## src/rtl/instr_mem_loader_if.sv

```systemverilog
// Instruction-load bus: source-side fields/handshake plus the imem write port and session status.
interface instr_mem_loader_if #(
  parameter int ADDR_W = 8,
  parameter int DEPTH  = 64
);
  localparam int CNT_W = $clog2(DEPTH) + 1;

  logic              start;
  logic              finish;
  logic              in_valid;
  logic              in_ready;
  logic [2:0]        in_op;
  logic [4:0]        in_rd;
  logic [4:0]        in_rn;
  logic [4:0]        in_rm;
  logic [18:0]       in_imm;
  logic              imem_we;
  logic [ADDR_W-1:0] imem_addr;
  logic [31:0]       imem_wdata;
  logic [CNT_W-1:0]  count;
  logic              full;
  logic              done;
  logic              err;

  modport master (
    output start, finish, in_valid, in_op, in_rd, in_rn, in_rm, in_imm,
    input  in_ready, imem_we, imem_addr, imem_wdata, count, full, done, err
  );

  modport slave (
    input  start, finish, in_valid, in_op, in_rd, in_rn, in_rm, in_imm,
    output in_ready, imem_we, imem_addr, imem_wdata, count, full, done, err
  );
endinterface

```

## src/rtl/instr_mem_loader.sv

```systemverilog
// LEGv8 instruction encoder/loader: packs mnemonic + fields into R/D/CB machine words and
// writes them to consecutive imem word addresses, one instruction every two cycles.
module instr_mem_loader #(
  parameter int ADDR_W = 8,
  parameter int DEPTH  = 64
) (
  input  logic               clk,
  input  logic               rst,
  instr_mem_loader_if.slave  bus
);
  localparam int CNT_W = $clog2(DEPTH) + 1;

  typedef enum logic [1:0] {IDLE, LOAD, WRITE, DONE} state_t;

  state_t            state_reg, state_next;
  logic [CNT_W-1:0]  count_reg;
  logic [ADDR_W-1:0] addr_reg;
  logic [31:0]       wdata_reg;
  logic              err_reg;
  logic              fin_pend_reg;
  logic              full_w;
  logic              accept;
  logic              legal;

  function automatic logic [31:0] encode(input logic [2:0] op, input logic [4:0] rd,
                                         input logic [4:0] rn, input logic [4:0] rm,
                                         input logic [18:0] imm);
    logic [31:0] w;
    case (op)
      3'd0:    w = {11'b11111000010, imm[8:0], 2'b00, rn, rd};
      3'd1:    w = {11'b11111000000, imm[8:0], 2'b00, rn, rd};
      3'd2:    w = {11'b10001011000, rm, 6'b000000, rn, rd};
      3'd3:    w = {11'b11001011000, rm, 6'b000000, rn, rd};
      3'd4:    w = {11'b10001010000, rm, 6'b000000, rn, rd};
      3'd5:    w = {11'b10101010000, rm, 6'b000000, rn, rd};
      3'd6:    w = {8'b10110100, imm, rd};
      default: w = 32'd0;
    endcase
    return w;
  endfunction

  assign full_w = (count_reg == CNT_W'(DEPTH));
  assign accept = (state_reg == LOAD) && !full_w && bus.in_valid;
  assign legal  = (bus.in_op != 3'd7);

  always_ff @(posedge clk) begin
    if (rst) state_reg <= IDLE;
    else     state_reg <= state_next;
  end

  always_comb begin
    state_next = state_reg;
    case (state_reg)
      IDLE:  if (bus.start) state_next = LOAD;
      LOAD: begin
        if (accept && legal)  state_next = WRITE;
        else if (bus.finish)  state_next = DONE;
      end
      WRITE: state_next = fin_pend_reg ? DONE : LOAD;
      DONE:  if (bus.start) state_next = LOAD;
      default: state_next = IDLE;
    endcase
  end

  // Address/data are latched at accept so they stay stable through the strobe and hold afterwards.
  always_ff @(posedge clk) begin
    if (rst) begin
      count_reg    <= '0;
      addr_reg     <= '0;
      wdata_reg    <= '0;
      err_reg      <= 1'b0;
      fin_pend_reg <= 1'b0;
    end else begin
      case (state_reg)
        IDLE, DONE: begin
          if (bus.start) begin
            count_reg    <= '0;
            err_reg      <= 1'b0;
            fin_pend_reg <= 1'b0;
          end
        end
        LOAD: begin
          if (accept && legal) begin
            addr_reg     <= ADDR_W'({count_reg, 2'b00});
            wdata_reg    <= encode(bus.in_op, bus.in_rd, bus.in_rn, bus.in_rm, bus.in_imm);
            fin_pend_reg <= bus.finish;
          end else if (accept) begin
            err_reg <= 1'b1;
          end
        end
        WRITE: begin
          count_reg    <= count_reg + 1'b1;
          fin_pend_reg <= 1'b0;
        end
        default: ;
      endcase
    end
  end

  // Strobe is masked by reset so a write interrupted by reset never reaches memory.
  always_comb begin
    bus.in_ready = (state_reg == LOAD) && !full_w;
    bus.imem_we  = (state_reg == WRITE) && !rst;
    bus.done     = (state_reg == DONE);
  end

  assign bus.imem_addr  = addr_reg;
  assign bus.imem_wdata = wdata_reg;
  assign bus.count      = count_reg;
  assign bus.full       = full_w;
  assign bus.err        = err_reg;
endmodule

```

## src/flat_wrapper.sv

```systemverilog
// flat-port wrapper written by rule: the top's interface ports become plain ports
module instr_mem_loader_flat 
#(
  parameter int ADDR_W = 8,
  parameter int DEPTH  = 64
)
  (clk, rst, bus_start, bus_finish, bus_in_valid, bus_in_op, bus_in_rd, bus_in_rn, bus_in_rm, bus_in_imm, bus_in_ready, bus_imem_we, bus_imem_addr, bus_imem_wdata, bus_count, bus_full, bus_done, bus_err);
  instr_mem_loader_if #(.ADDR_W(ADDR_W), .DEPTH(DEPTH)) bus_i ();
  input  logic clk;
  input  logic rst;
  input wire logic [$bits(bus_i.start)-1:0] bus_start;
  input wire logic [$bits(bus_i.finish)-1:0] bus_finish;
  input wire logic [$bits(bus_i.in_valid)-1:0] bus_in_valid;
  input wire logic [$bits(bus_i.in_op)-1:0] bus_in_op;
  input wire logic [$bits(bus_i.in_rd)-1:0] bus_in_rd;
  input wire logic [$bits(bus_i.in_rn)-1:0] bus_in_rn;
  input wire logic [$bits(bus_i.in_rm)-1:0] bus_in_rm;
  input wire logic [$bits(bus_i.in_imm)-1:0] bus_in_imm;
  output wire logic [$bits(bus_i.in_ready)-1:0] bus_in_ready;
  output wire logic [$bits(bus_i.imem_we)-1:0] bus_imem_we;
  output wire logic [$bits(bus_i.imem_addr)-1:0] bus_imem_addr;
  output wire logic [$bits(bus_i.imem_wdata)-1:0] bus_imem_wdata;
  output wire logic [$bits(bus_i.count)-1:0] bus_count;
  output wire logic [$bits(bus_i.full)-1:0] bus_full;
  output wire logic [$bits(bus_i.done)-1:0] bus_done;
  output wire logic [$bits(bus_i.err)-1:0] bus_err;
  assign bus_i.start = bus_start;
  assign bus_i.finish = bus_finish;
  assign bus_i.in_valid = bus_in_valid;
  assign bus_i.in_op = bus_in_op;
  assign bus_i.in_rd = bus_in_rd;
  assign bus_i.in_rn = bus_in_rn;
  assign bus_i.in_rm = bus_in_rm;
  assign bus_i.in_imm = bus_in_imm;
  assign bus_in_ready = bus_i.in_ready;
  assign bus_imem_we = bus_i.imem_we;
  assign bus_imem_addr = bus_i.imem_addr;
  assign bus_imem_wdata = bus_i.imem_wdata;
  assign bus_count = bus_i.count;
  assign bus_full = bus_i.full;
  assign bus_done = bus_i.done;
  assign bus_err = bus_i.err;
  instr_mem_loader #(.ADDR_W(ADDR_W), .DEPTH(DEPTH)) u_core (.clk(clk), .rst(rst), .bus(bus_i));
endmodule
```

## config.mk

```make
export PLATFORM = sky130hd
export DESIGN_NAME = instr_mem_loader_flat
export DESIGN_NICKNAME = d
export VERILOG_FILES = /design/src/rtl/instr_mem_loader_if.sv /design/src/rtl/instr_mem_loader.sv /design/src/flat_wrapper.sv
export SDC_FILE = /design/constraint.sdc
export NUM_CORES = 1
export LEC_CHECK = 0
export ABC_AREA = 1
export BUFFER_PORTS_ARGS = -buffer_cell sky130_fd_sc_hd__buf_2
export CELL_PAD_IN_SITES_DETAIL_PLACEMENT = 1
export CELL_PAD_IN_SITES_GLOBAL_PLACEMENT = 2
export CORE_MARGIN = 1.5
export CORE_UTILIZATION = 27
export DETAILED_ROUTE_END_ITERATION = 8
export GPL_TIMING_DRIVEN = 0
export PLACE_DENSITY_LB_ADDON = 0.15
export REMOVE_ABC_BUFFERS = 1
export SETUP_SLACK_MARGIN = 0.3
export SYNTH_ARGS = -nofsm -noshare
export SYNTH_HDL_FRONTEND = slang
export SYNTH_SLANG_ARGS = --single-unit
```

## constraint.sdc

```tcl
create_clock -name clk -period 2.5 [get_ports clk]
set_input_delay 0.125 -clock clk [delete_from_list [all_inputs] [get_ports clk]]
set_output_delay 0.125 -clock clk [all_outputs]
set_load 0.01 [all_outputs]
```

# Word level (Yosys, flattened, before mapping)
# Index checks and enable logic that the tools add are counted.
# totals
ff_bits,49
input_bits,42
out_inout_bits,52
elab_cells,53
# op_classes
addsub,1
eq_ne,16
mux,14
n_reduce_logical,16
# ops
op,count
32-bit case mux with 7 select lines,1
7-bit case mux with 2 select lines,1
"3-bit == test, second input constant",3
2-bit 2-to-1 mux,4
2-bit AND reduction,4
"7-bit by 1-bit adder with 7-bit output, second input constant",1
"7-bit == test, second input constant",1
7-bit 2-to-1 mux,1
"3-bit by 2-bit == test with 1-bit output, second input constant",2
"3-bit inequality test, second input constant",2
2-bit case mux with 3 select lines,1
"2-bit == test, second input constant",2
1-bit logical AND,4
1-bit 2-to-1 mux,4
"2-bit by 1-bit inequality test with 1-bit output, second input constant",2
"2-bit inequality test, second input constant",2
4-bit AND reduction,1
2-bit nonzero test,2
"3-bit by 1-bit == test with 1-bit output, second input constant",1
3-bit zero test,1
1-bit case mux with 3 select lines,1
"2-bit by 1-bit == test with 1-bit output, second input constant",1
1-bit zero test,2
2-bit zero test,1
other kinds (2),2

# Logic depth before layout (Yosys ltp)
# Gate-level depths: netlist of the first run.
# logic_depth
depth_word,7
ltp_mapped,11
ltp_nobuf,11

# Worst setup path after synthesis of the first run
# Ideal clock, no wire load.
# synth_timing
kind,register to register
startpoint,register u_core.state_reg[0]
endpoint,register u_core.err_reg (netlist: u_core.bus.err)
setup_ns,0.110
t_arrival_ns,1.488
required_time_ns,2.390
slack_ns,0.903
path_stages_with_launch,10
n_path_buf,0
period_less_slack_ns,1.597
path_cell_list,dfxtp_1 > inv_1 > ha_1 > inv_1 > nor2_1 > clkinv_1 > nand3_1 > nand2_1 > inv_1 > nor2_1
# synth_via
elab_chain_len,6
elab_cells_between_ends,13
classes_between,eq/ne (5); mux (1); reduce/logical (7)
# synth_rtl
item,line,rtl
"start, declared",instr_mem_loader.sv:15,"state_t state_reg, state_next;"
"start signal, assigned",instr_mem_loader.sv:48,else state_reg <= state_next;
2-bit by 1-bit == test with 1-bit output,"instr_mem_loader.sv:43, instr_mem_loader.sv:74",
1-bit logical AND (2 in a row),instr_mem_loader.sv:43,assign accept = (state_reg == LOAD) && !full_w && bus.in_valid;
1-bit logical AND,instr_mem_loader.sv:83,if (accept && legal) begin
2-bit inequality test (no line),--,
4-bit AND reduction (no line),--,
"end signal, assigned",instr_mem_loader.sv:71,err_reg <= 1'b0;
"end signal, assigned",instr_mem_loader.sv:78,err_reg <= 1'b0;
"end signal, assigned",instr_mem_loader.sv:88,err_reg <= 1'b1;
"end, declared",instr_mem_loader.sv:19,logic err_reg;
# Several ways; a longest one is shown, not always the timed one.
# A chain may end at the register's enable or synchronous reset.

# Final worst setup path of the first run
# layout_timing
startpoint,register u_core.count_reg[0] (netlist: u_core.bus.count[0])
endpoint,register u_core.wdata_reg[15] (netlist: u_core.bus.imem_wdata[15])
# layout_via
elab_chain_len,6
# layout_rtl
item,line,rtl
"start, declared",instr_mem_loader.sv:16,logic [CNT_W-1:0] count_reg;
"start signal, assigned",instr_mem_loader.sv:92,count_reg <= count_reg + 1'b1;
7-bit == test,instr_mem_loader.sv:42,assign full_w = (count_reg == CNT_W'(DEPTH));
1-bit zero test,instr_mem_loader.sv:43,
1-bit logical AND (2 in a row),instr_mem_loader.sv:43,
1-bit logical AND,instr_mem_loader.sv:83,
2-bit AND reduction (no line),--,
"end signal, assigned",instr_mem_loader.sv:85,"wdata_reg <= encode(bus.in_op, bus.in_rd, bus.in_rn, bus.in_rm, bus.in_imm);"
"end, declared",instr_mem_loader.sv:18,logic [31:0] wdata_reg;
# Every way passes these cells.

==> metrics.txt, run 1 <==
top-level port count=94; Finished Core Util=0.356; initial cell density of the core=0.278; number of antenna violations at the first check in global routing=2; die height=94.7 um; Congestion Overflow GR=0; register-to-register setup slack=0.59 ns; worst-case setup margin in the final layout=0.589 ns; cts bufs inserted=5; crit path launch type=register; hold buffer count at cts=0; worst hold path startpoint=bus_in_rd[2]; critical path data arrival time=2.08 ns; unrepaired setup endpoints after global routing=no; number of diodes added for antenna fixing=0; detailed-routing iteration count for the pre-antenna-repair pass=4; cells along the critical path=inv_1 -> ha_1 -> nand2_1 -> inv_1 -> nand3_2 -> nand4_2 -> nand2_1 -> a21oi_1; most area-consuming cells after synthesis=sky130_fd_sc_hd__dfxtp_1, sky130_fd_sc_hd__nand2_1, sky130_fd_sc_hd__a21oi_1, sky130_fd_sc_hd__o21ai_0, sky130_fd_sc_hd__inv_1; path category of the worst min-delay check=in2reg; fill count=1093; Peak VDD IR=0.000243 V; # H-tree levels=2; latest clock arrival within the worst-skew pair=0.30 ns; clock tree sinks=49; crit-path leading delay family=simple AND/OR/NAND/NOR gates; Clock Skews=0.00929 ns; total of warnings raised by yosys=0; Relative slew margins=0.578; Final nets=451; Bufs on Longest Clock Path=2; Die X-Extent=94.7 um; Synth Flop Type=sky130_fd_sc_hd__dfxtp_1; area of the core=8180 um^2; max frequency=0.523 GHz; hold endpoint=u_core.bus.imem_wdata[2]$_SDFFE_PP0P_; ratio of cells with drive above 1 in the final layout=0.287; top-area cell type share of the netlist area=0.432; R2R Path End=u_core.bus.imem_wdata[15]$_SDFFE_PP0P_; wire length of the first global-routing pass=11.3 mm; DR vias=2329; async set-reset flop share out of synthesis=0; CTS Root Cell=sky130_fd_sc_hd__clkbuf_8; pin count of the biggest net entering global routing=38; logic depth of the worst register-to-register path=8; antenna viol nets, final=0; total routed wirelength=7.00 mm; Final Hold Violating Endpoints=0; port buffer count=91; share of the yosys chip area belonging to registers=0.432; buffer and inverter count on the worst path=2; most common cell after layout, fill and taps aside=sky130_fd_sc_hd__buf_2; Critical Path RT=2.67 ns; total half-perimeter wirelength after legalization and detailed placement=4.88 mm; slew of the pin with the lowest slew margin=0.634 ns; max reg flops=32; CTS tree=built; synthesized area=2270 um^2; area grow syn2layout=28.3%; clock slew at reported path FFs=0.10 ns; mean area per synthesized cell=7.28 um^2; share of the clock period used by the worst path after layout=0.765; number of pins exceeding their max-slew limit in the final report=0; routed length per placed instance=13.7 um; number of placement rows=33; post-synthesis register bit count=49; Total Negative Setup Slacks=0 ns; Critical-path top delay cell=sky130_fd_sc_hd__nand4_2; top library cells by usage in the layout, fill and taps aside=sky130_fd_sc_hd__buf_2, sky130_fd_sc_hd__nand2_1, sky130_fd_sc_hd__dfxtp_1; P per Cell Area=731 nW/um^2; number of enable-type register cells in the synthesized netlist=0; launch instance of the worst register-to-register path=u_core.bus.count[0]$_SDFFE_PP0P_; DIE AREA=8970 um^2; via count of the first global-routing pass=2295; CP endpoint kind=register; critical path start-end classification=reg2reg; drt first-iter violations=32; run status=finished clean; Cells after Synth=312; DRC violation count after routing=0; placement-stage worst setup slack=0.0810 ns; delay contributed by the slowest stage of the critical path=0.48 ns; Cells on Worst Hold Path=3; critical path fanouts, max=17; Leak=1.41 nW; Stages on worst setup path=8; number of maximum-capacitance violations=0; all-layer global routing usage=0.161; number of endpoints failing setup at the final stage=0; global placement routability congestion=0.711; crit path time final=1.91 ns; routed vias/inst=4.58; area leader, netlist=sky130_fd_sc_hd__dfxtp_1; post-synth cell types=32
## area by class of cell
class / instances / area (um^2) / share of cell area
timing repair buffer: 95 / 485 / 0.167
clock buffer: 5 / 68.8 / 0.0236
tap: 105 / 131 / 0.0451
sequential: 49 / 981 / 0.337
clock inverter: 3 / 22.5 / 0.00773
multi-input combinational: 217 / 1080 / 0.371
inverter: 35 / 144 / 0.0494
## logic make-up (layout without fill, tap and decap cells)
group | count (synthesis) | in the layout | share of synthesized area
flops | 49 | 49 | 0.432
simple gates | 128 | 129 | 0.250
buf+inv | 48 | 138 | 0.0992
fa+ha+maj | 6 | 6 | 0.0331
other cells | 1 | 2 | 0.00165
compound gates | 80 | 80 | 0.185
## cell usage after synthesis (2+ instances only)
cell type and count:
sky130_fd_sc_hd__a21oi_1 45, sky130_fd_sc_hd__buf_4 5, sky130_fd_sc_hd__buf_6 3, sky130_fd_sc_hd__clkbuf_1 4, sky130_fd_sc_hd__dfxtp_1 49, sky130_fd_sc_hd__ha_1 6
sky130_fd_sc_hd__inv_1 32, sky130_fd_sc_hd__nand2_1 78, sky130_fd_sc_hd__nand3_1 8, sky130_fd_sc_hd__nand3_2 2, sky130_fd_sc_hd__nand4_1 3, sky130_fd_sc_hd__nor2_1 27
sky130_fd_sc_hd__nor2_4 3, sky130_fd_sc_hd__nor3_1 3, sky130_fd_sc_hd__o21ai_0 27
## per-layer routing
| layer | global-route usage | part of all wire | vias to the layer above |
|---|---|---|---|
| li1 | - | - | 1190 |
| met1 | 0.196 | 0.44 | 1077 |
| met2 | 0.278 | 0.49 | 53 |
| met3 | 0.0515 | 0.066 | 7 |
| met4 | 0.0299 | 0.0076 | 2 |
| met5 | 0 | 0.0023 | - |
## where the power goes
part           leakage (nW)  internal (W)  switching [W]
Sequential            0.398      0.000870      0.0000533
Combinational         0.978      0.000254       0.000476
Clock                0.0364      0.000197       0.000281
Total                  1.41       0.00132       0.000810
## stage by stage
step | power, W | hold WS (ns) | std cells | area (um^2)
6_report | 0.00213 | 0.0452 | 509 | 2910
5_1_grt | 0.00230 | 0.0477 | 509 | 2910
4_1_cts | 0.00215 | 0.0387 | 505 | 2880
3_3_place_gp | 0.00164 | 0.348 | 496 | 2770
3_5_place_dp | 0.00165 | 0.359 | 496 | 2770
2_1_floorplan | 0.00138 | 0.187 | 300 | 2180
## how the worst max path moves through the flow
stage	from	endpoint
5_1_grt	u_core.bus.count[0]$_SDFFE_PP0P_	u_core.bus.imem_wdata[21]$_SDFFE_PP0P_
4_1_cts	u_core.bus.count[0]$_SDFFE_PP0P_	u_core.bus.imem_addr[4]$_SDFFE_PP0P_
6_report	u_core.bus.count[0]$_SDFFE_PP0P_	u_core.bus.imem_wdata[15]$_SDFFE_PP0P_
2_1_floorplan	u_core.bus.count[0]$_SDFFE_PP0P_	u_core.fin_pend_reg$_SDFFE_PP0P_
3_3_place_gp	u_core.bus.count[0]$_SDFFE_PP0P_	u_core.bus.imem_addr[6]$_SDFFE_PP0P_
3_5_place_dp	u_core.bus.count[0]$_SDFFE_PP0P_	u_core.bus.imem_addr[4]$_SDFFE_PP0P_
## worst register-to-register path, cell delays in order (launching register included)
cell and delay [ns]:
sky130_fd_sc_hd__dfxtp_1 0.42, sky130_fd_sc_hd__inv_1 0.11, sky130_fd_sc_hd__ha_1 0.21, sky130_fd_sc_hd__nand2_1 0.07, sky130_fd_sc_hd__inv_1 0.05, sky130_fd_sc_hd__nand3_2 0.15
sky130_fd_sc_hd__nand4_2 0.49, sky130_fd_sc_hd__nand2_1 0.20, sky130_fd_sc_hd__a21oi_1 0.08
## repair_timing
| action | CTS | global route |
|---|---|---|
| pin swaps | 0 | 1 |
| cloned | 1 | 0 |
| gates resized for setup | 1 | 2 |
| setup buffers | 0 | 4 |
| setup endpoints to repair | 32 | 13 |
(Power assumes the default switching activity.)
==> run 2, diff against run 1 <==
--- a/config.mk
+++ b/config.mk
@@ -5,12 +5,12 @@
 export SDC_FILE = /design/constraint.sdc
 export NUM_CORES = 1
 export LEC_CHECK = 0
-export ABC_AREA = 1
+export ABC_AREA = 0
 export BUFFER_PORTS_ARGS = -buffer_cell sky130_fd_sc_hd__buf_2
 export CELL_PAD_IN_SITES_DETAIL_PLACEMENT = 1
 export CELL_PAD_IN_SITES_GLOBAL_PLACEMENT = 2
 export CORE_MARGIN = 1.5
-export CORE_UTILIZATION = 27
+export CORE_UTILIZATION = 25
 export DETAILED_ROUTE_END_ITERATION = 8
 export GPL_TIMING_DRIVEN = 0
 export PLACE_DENSITY_LB_ADDON = 0.15
==> constraint.sdc (replaced) <==
create_clock -name clk -period 1.55 [get_ports clk]
set_input_delay 0.0775 -clock clk [delete_from_list [all_inputs] [get_ports clk]]
set_output_delay 0.0775 -clock clk [all_outputs]
set_load 0.01 [all_outputs]
==> metrics.txt, run 2 <==
area of the core=9330 um^2 (was 8180 um^2); max frequency=0.559 GHz (was 0.523 GHz); worst hold path startpoint=bus_in_rd[3] (was bus_in_rd[2]); max reg flops=32 (unchanged); clock slew at reported path FFs=0.10 ns (about the same); post-synthesis register bit count=49 (unchanged); crit path time final=1.79 ns (was 1.91 ns); DIE AREA=10300 um^2 (was 8970 um^2); Most common cell on crit path=sky130_fd_sc_hd__buf_6; logic depth of the worst register-to-register path=9 (was 8); number of pins exceeding their max-slew limit in the final report=0 (unchanged); CTS tree=built (unchanged); Synth Flop Type=sky130_fd_sc_hd__dfxtp_1 (unchanged); Final nets=435 (was 451); CTS Root Cell=sky130_fd_sc_hd__clkbuf_8 (unchanged); port buffer count=91 (unchanged); cells along the critical path=inv_4 -> ha_4 -> nand4bb_4 -> buf_6 -> o311ai_4 -> buf_6 -> buf_12 -> nor2_4 -> o211a_1 (was inv_1 -> ha_1 -> nand2_1 -> inv_1 -> nand3_2 -> nand4_2 -> nand2_1 -> a21oi_1); launch instance of the worst register-to-register path=u_core.bus.count[0]$_SDFFE_PP0P_ (unchanged); Cells on Worst Hold Path=3 (unchanged); clock tree sinks=49 (unchanged); critical path start-end classification=reg2reg (unchanged); top-area cell type share of the netlist area=0.405 (was 0.432); initial cell density of the core=0.259 (was 0.278); routed length per placed instance=17.8 um (was 13.7 um); via count of the first global-routing pass=2636 (was 2295); total half-perimeter wirelength after legalization and detailed placement=5.24 mm (was 4.88 mm); Bufs on Longest Clock Path=2 (unchanged); critical path fanouts, max=7 (was 17); area leader, netlist=sky130_fd_sc_hd__dfxtp_1 (unchanged); highest metal layer with signal wires=met4 (was met5); latest clock arrival within the worst-skew pair=0.31 ns (was 0.30 ns); detailed-routing iteration count for the pre-antenna-repair pass=4 (unchanged); Leak=1.46 nW (was 1.41 nW); total routed wirelength=9.20 mm (was 7.00 mm); area of the multi-input gates=1630 um^2 (was 1080 um^2); share of the clock period used by the worst path after layout=1.15 (was 0.765); Congestion Overflow GR=0 (unchanged); share of the yosys chip area belonging to registers=0.405 (was 0.432); DR vias=2589 (was 2329); buffer and inverter count on the worst path=4 (was 2); number of antenna violations at the first check in global routing=0 (was 2); Met2 Routed Length=4.22 mm (was 3.41 mm); number of placement rows=35 (was 33); critical path data arrival time=1.99 ns (was 2.08 ns); top-level port count=94 (unchanged); violated checks=setup timing; met1 layer wirelength in the final routing=4.43 mm (was 3.06 mm); path category of the worst min-delay check=in2reg (unchanged); Final Hold Violating Endpoints=0 (unchanged); most common cell after layout, fill and taps aside=sky130_fd_sc_hd__buf_2 (unchanged); Sequential cell area=998 um^2 (was 981 um^2); total of warnings raised by yosys=0 (unchanged); CP endpoint kind=register (unchanged); DRC violation count after routing=0 (unchanged); Critical-path top delay cell=sky130_fd_sc_hd__dfxtp_4 (was sky130_fd_sc_hd__nand4_2); post-synth cell types=42 (was 32); routed vias/inst=5.01 (was 4.58); number of diodes added for antenna fixing=0 (unchanged); worst hold slack=0.00743 ns (was 0.0452 ns); Clock Skews=0.0131 ns (was 0.00929 ns); all-layer global routing usage=0.180 (was 0.161); Relative slew margins=0.495 (was 0.578); most area-consuming cells after synthesis=sky130_fd_sc_hd__dfxtp_1, sky130_fd_sc_hd__a21oi_1, sky130_fd_sc_hd__o21ai_0, sky130_fd_sc_hd__a211oi_1, sky130_fd_sc_hd__nand3_1 (was sky130_fd_sc_hd__dfxtp_1, sky130_fd_sc_hd__nand2_1, sky130_fd_sc_hd__a21oi_1, sky130_fd_sc_hd__o21ai_0, sky130_fd_sc_hd__inv_1); pin count of the biggest net entering global routing=41 (was 38); P per Cell Area=1020 nW/um^2 (was 731 nW/um^2); Stages on worst setup path=9 (was 8); fill count=1096 (was 1093); async set-reset flop share out of synthesis=0 (unchanged); Peak VDD IR=0.000386 V (was 0.000243 V); commonest cells in the synthesized netlist=sky130_fd_sc_hd__dfxtp_1, sky130_fd_sc_hd__a21oi_1, sky130_fd_sc_hd__o21ai_0 (was sky130_fd_sc_hd__nand2_1, sky130_fd_sc_hd__dfxtp_1, sky130_fd_sc_hd__a21oi_1); wire length on met3=489 um (was 459 um); top library cells by usage in the layout, fill and taps aside=sky130_fd_sc_hd__buf_2, sky130_fd_sc_hd__dfxtp_1, sky130_fd_sc_hd__a21oi_1 (was sky130_fd_sc_hd__buf_2, sky130_fd_sc_hd__nand2_1, sky130_fd_sc_hd__dfxtp_1); synthesized area=2420 um^2 (was 2270 um^2); wire length of the first global-routing pass=14.2 mm (was 11.3 mm); number of maximum-capacitance violations=0 (unchanged); run status=finished with violations (was finished clean); crit-path leading delay family=buffers and inverters (was simple AND/OR/NAND/NOR gates); cts bufs inserted=5 (unchanged); crit path launch type=register (unchanged); # H-tree levels=2 (unchanged); drt first-iter violations=65 (was 32); area grow syn2layout=52.9% (was 28.3%); mean area per synthesized cell=8.64 um^2 (was 7.28 um^2); Critical Path Start=u_core.bus.count[0]$_SDFFE_PP0P_ (unchanged); die height=101 um (was 94.7 um); antenna viol nets, final=0 (unchanged); slew of the pin with the lowest slew margin=0.756 ns (was 0.634 ns); worst-case setup margin in the final layout=-0.239 ns (was 0.589 ns); unrepaired setup endpoints after global routing=yes (was no); Cells after Synth=280 (was 312); top-count cell post-synth=sky130_fd_sc_hd__dfxtp_1 (was sky130_fd_sc_hd__nand2_1); Total Negative Setup Slacks=-5.81 ns (was 0 ns); number of enable-type register cells in the synthesized netlist=0 (unchanged); ratio of cells with drive above 1 in the final layout=0.510 (was 0.287); global placement routability congestion=0.707 (was 0.711); placement-stage worst setup slack=-1.22 ns (was 0.0810 ns); delay contributed by the slowest stage of the critical path=0.37 ns (was 0.48 ns); Die X-Extent=101 um (was 94.7 um); Critical Path RT=1.75 ns (was 2.67 ns); number of endpoints failing setup at the final stage=43 (was 0)
[run 2: changes by cell type after synthesis, moves of 5 or more]
cell	before	now
sky130_fd_sc_hd__or4_1	0	5
sky130_fd_sc_hd__nor2b_1	0	9
sky130_fd_sc_hd__nand3_1	8	17
sky130_fd_sc_hd__a221oi_1	0	5
sky130_fd_sc_hd__inv_1	32	7
sky130_fd_sc_hd__nand2_1	78	14
sky130_fd_sc_hd__a32oi_1	0	5
sky130_fd_sc_hd__nor2_1	27	10
sky130_fd_sc_hd__buf_2	0	7
sky130_fd_sc_hd__nor3b_1	0	6
sky130_fd_sc_hd__a211oi_1	1	15
[run 2: logic make-up after synthesis]
| group | Yosys count | synth area share |
|---|---|---|
| compound gates | 104 | 0.270 |
| simple gates | 77 | 0.178 |
| flops | 49 | 0.405 |
| buf+inv | 34 | 0.0786 |
| fa+ha+maj | 6 | 0.0310 |
| xor+xnor | 5 | 0.0181 |
| mux | 4 | 0.0165 |
| other cells | 1 | 0.00155 |
[run 2: path summary, 6_finish.rpt]
| kind | endpoint | slack, ns |
|---|---|---|
| worst max-delay path | u_core.bus.imem_wdata[26]$_SDFFE_PP0P_ | -0.24 |
| worst max register to register | u_core.bus.imem_wdata[26]$_SDFFE_PP0P_ | -0.24 |
| worst min register to register | u_core.bus.imem_wdata[1]$_SDFFE_PP0P_ | 0.46 |
| worst min-delay path | u_core.bus.imem_wdata[3]$_SDFFE_PP0P_ | 0.007 |
[run 2: repair_timing]
item / CTS / global route
pin swaps: 32 / 17
hold buffers: 3 / 1
hold endpoints to repair: 3 / 1
setup buffers: 25 / 0
cloned: 4 / 0
endpoints found under the setup margin: 52 / 52
gates resized for setup: 82 / 37
[run 2: through the flow]
step	power (W)	cell area, um^2	util	std cells
finish	0.00377	3700	0.397	517
global route	0.00399	3700	0.397	517
detailed placement	0.00237	2880	0.309	476
CTS	0.00371	3560	0.382	516
global placement	0.00235	2880	0.309	476
floorplan	0.00198	2270	-	256
[run 2: power breakdown]
group / total (W) / internal, W / switching (W)
clock network: 0.000776 / 0.000321 / 0.000455
logic: 0.00152 / 0.000721 / 0.000801
registers: 0.00147 / 0.00138 / 0.0000917
total: 0.00377 / 0.00242 / 0.00135
[run 2: layout make-up]
type / instances / share of cell area
repair buffers: 121 / 0.211
inverters: 9 / 0.0112
flip-flops and latches: 49 / 0.270
multi-input cells: 201 / 0.442
clock buffers: 7 / 0.0206
well taps: 129 / 0.0436
clock inverters: 1 / 0.00203
[run 2: tightest hold or removal path, delay by kind of cell]
family	cells	cell delay (ns)
buffers and inverters	1	0.09
and+or+nand+nor	1	0.05
AOI/OAI and AO/OA	1	0.05
[run 2: layer usage]
metal,vias to the layer above,global-route usage
met2,67,0.298
li1,1248,-
met5,-,0
met4,0,0.0406
met1,1268,0.237
met3,6,0.0462
==> run 3, diff against run 2 <==
--- a/config.mk
+++ b/config.mk
@@ -13,6 +13,7 @@
 export CORE_UTILIZATION = 25
 export DETAILED_ROUTE_END_ITERATION = 8
 export GPL_TIMING_DRIVEN = 0
+export HOLD_SLACK_MARGIN = 0.08
 export PLACE_DENSITY_LB_ADDON = 0.15
 export REMOVE_ABC_BUFFERS = 1
 export SETUP_SLACK_MARGIN = 0.3
==> constraint.sdc (replaced) <==
create_clock -name clk -period 1.55 [get_ports clk]
set_input_delay 0.0775 -clock clk [delete_from_list [all_inputs] [get_ports clk]]
set_output_delay 0.0775 -clock clk [all_outputs]
set_load 0.02 [all_outputs]
==> metrics.txt, run 3 (synthesis gave the netlist of run 2 again) <==
run status=finished with violations (unchanged); violated checks=setup timing (unchanged); fill count=1098 (was 1096); port buffer count=91 (unchanged); antenna viol nets, final=0 (unchanged); CP endpoint kind=register (unchanged); Critical Path RT=1.75 ns (about the same); Relative slew margins=0.502 (was 0.495); Final Hold Violating Endpoints=0 (unchanged); area grow syn2layout=55.3% (was 52.9%); DRC violation count after routing=0 (unchanged); total half-perimeter wirelength after legalization and detailed placement=5.24 mm (unchanged); Die X-Extent=101 um (unchanged); DIE AREA=10300 um^2 (unchanged); initial cell density of the core=0.259 (unchanged); Peak VDD IR=0.000384 V (was 0.000386 V); number of diodes added for antenna fixing=0 (unchanged); total routed wirelength=9.22 mm (was 9.20 mm); crit path launch type=register (unchanged); global placement routability congestion=0.707 (unchanged); ratio of cells with drive above 1 in the final layout=0.500 (was 0.510); number of placement rows=35 (unchanged); max reg flops=32 (unchanged); CTS Root Cell=sky130_fd_sc_hd__clkbuf_8 (unchanged); crit path time final=1.79 ns (about the same); Bufs on Longest Clock Path=2 (unchanged); Finished Core Util=0.403 (was 0.397); unrepaired setup endpoints after global routing=yes (unchanged); most common cell after layout, fill and taps aside=sky130_fd_sc_hd__buf_2 (unchanged); wire length of the first global-routing pass=14.3 mm (was 14.2 mm); share of the clock period used by the worst path after layout=1.15 (about the same); area of the core=9330 um^2 (unchanged); Clock Skews=0.0134 ns (was 0.0131 ns); # H-tree levels=2 (unchanged); worst hold slack=0.0938 ns (was 0.00743 ns); top library cells by usage in the layout, fill and taps aside=sky130_fd_sc_hd__buf_2, sky130_fd_sc_hd__dfxtp_1, sky130_fd_sc_hd__a21oi_1 (unchanged); top-level port count=94 (unchanged); CTS tree=built (unchanged); Congestion Overflow GR=0 (unchanged); via count of the first global-routing pass=2654 (was 2636); Leak=1.48 nW (was 1.46 nW); number of maximum-capacitance violations=0 (unchanged); number of antenna violations at the first check in global routing=0 (unchanged); DR vias=2603 (was 2589); number of pins exceeding their max-slew limit in the final report=0 (unchanged); drt first-iter violations=63 (was 65); Final nets=441 (was 435); clock tree sinks=49 (unchanged); Cells on Worst Hold Path=3 (unchanged); critical path data arrival time=1.99 ns (about the same); critical path start-end classification=reg2reg (unchanged); pin count of the biggest net entering global routing=41 (unchanged); max frequency=0.559 GHz (about the same); all-layer global routing usage=0.181 (was 0.180); routed length per placed instance=17.6 um (was 17.8 um); logic depth of the worst register-to-register path=9 (unchanged); path category of the worst min-delay check=in2reg (unchanged); number of endpoints failing setup at the final stage=44 (was 43); clock slew at reported path FFs=0.10 ns (about the same); cts bufs inserted=5 (unchanged); routed vias/inst=4.98 (was 5.01); P per Cell Area=1030 nW/um^2 (was 1020 nW/um^2); critical path fanouts, max=7 (unchanged); slew of the pin with the lowest slew margin=0.745 ns (was 0.756 ns); worst-case setup margin in the final layout=-0.239 ns (about the same); die height=101 um (unchanged); detailed-routing iteration count for the pre-antenna-repair pass=4 (unchanged); latest clock arrival within the worst-skew pair=0.31 ns (about the same)
## run 3: through the flow
stage	TNS (ns)	power (W)	instance area [um^2]	instances	worst slack, ns
floorplan	-16.76	0.00207	2270	256	-0.607
global placement	-39.63	0.00244	2880	476	-1.20
detailed placement	-40.97	0.00246	2880	476	-1.22
CTS	-5.41	0.00381	3630	522	-0.190
global route	-9.20	0.00408	3760	523	-0.288
finish	-5.80	0.00386	3760	523	-0.239
## run 3: power by group
part | internal (W) | leakage (nW) | total [W] | switching, W
Clock | 0.000321 | 0.0385 | 0.000777 | 0.000455
Sequential | 0.00138 | 0.403 | 0.00147 | 0.0000914
Combinational | 0.000732 | 1.04 | 0.00161 | 0.000881
Total | 0.00243 | 1.48 | 0.00386 | 0.00143
## run 3: critical path, stage by stage, from the launching register on
cell and delay (ns):
sky130_fd_sc_hd__dfxtp_4 0.37, sky130_fd_sc_hd__inv_4 0.06, sky130_fd_sc_hd__ha_4 0.13, sky130_fd_sc_hd__nand4bb_4 0.17, sky130_fd_sc_hd__buf_6 0.17, sky130_fd_sc_hd__o311ai_4 0.26
sky130_fd_sc_hd__buf_6 0.16, sky130_fd_sc_hd__buf_12 0.14, sky130_fd_sc_hd__nor2_4 0.03, sky130_fd_sc_hd__o211a_1 0.20
## run 3: area by class of cell
| cell class | instances | area (um^2) | area share |
|---|---|---|---|
| Clock buffer | 7 | 76.3 | 0.0203 |
| Clock inverter | 1 | 7.51 | 0.00200 |
| Inverter | 9 | 41.3 | 0.0110 |
| Multi-Input combinational cell | 201 | 1620 | 0.432 |
| Sequential cell | 49 | 1000 | 0.266 |
| Tap cell | 129 | 161 | 0.0429 |
| Timing Repair Buffer | 127 | 848 | 0.226 |
## run 3: repair_timing
action                                 in CTS  in global routing
pin swaps                                  32                 16
gates resized for setup                    84                 38
setup buffers                              24                  1
hold buffers                               10                  0
cloned                                      4                  0
setup endpoints to repair                  52                 53
endpoints found under the hold margin      10                  0
## run 3: path summary, 6_finish.rpt
path | startpoint | endpoint | slack (ns)
setup / recovery | u_core.bus.count[0]$_SDFFE_PP0P_ | u_core.bus.imem_wdata[26]$_SDFFE_PP0P_ | -0.24
hold / removal | bus_in_rn[4] | u_core.bus.imem_wdata[9]$_SDFFE_PP0P_ | 0.09
hold reg to reg | u_core.bus.imem_wdata[1]$_SDFFE_PP0P_ | u_core.bus.imem_wdata[1]$_SDFFE_PP0P_ | 0.46
setup reg to reg | u_core.bus.count[0]$_SDFFE_PP0P_ | u_core.bus.imem_wdata[26]$_SDFFE_PP0P_ | -0.24
## run 3: metal layers
layer  track usage  vias to the layer above  routed length (um)
met1         0.237                     1261                4370
met2         0.297                       71                4230
met4        0.0406                        0                  65
met3        0.0504                        6                 553
met5             0                        -                   0
li1              -                     1265                   -
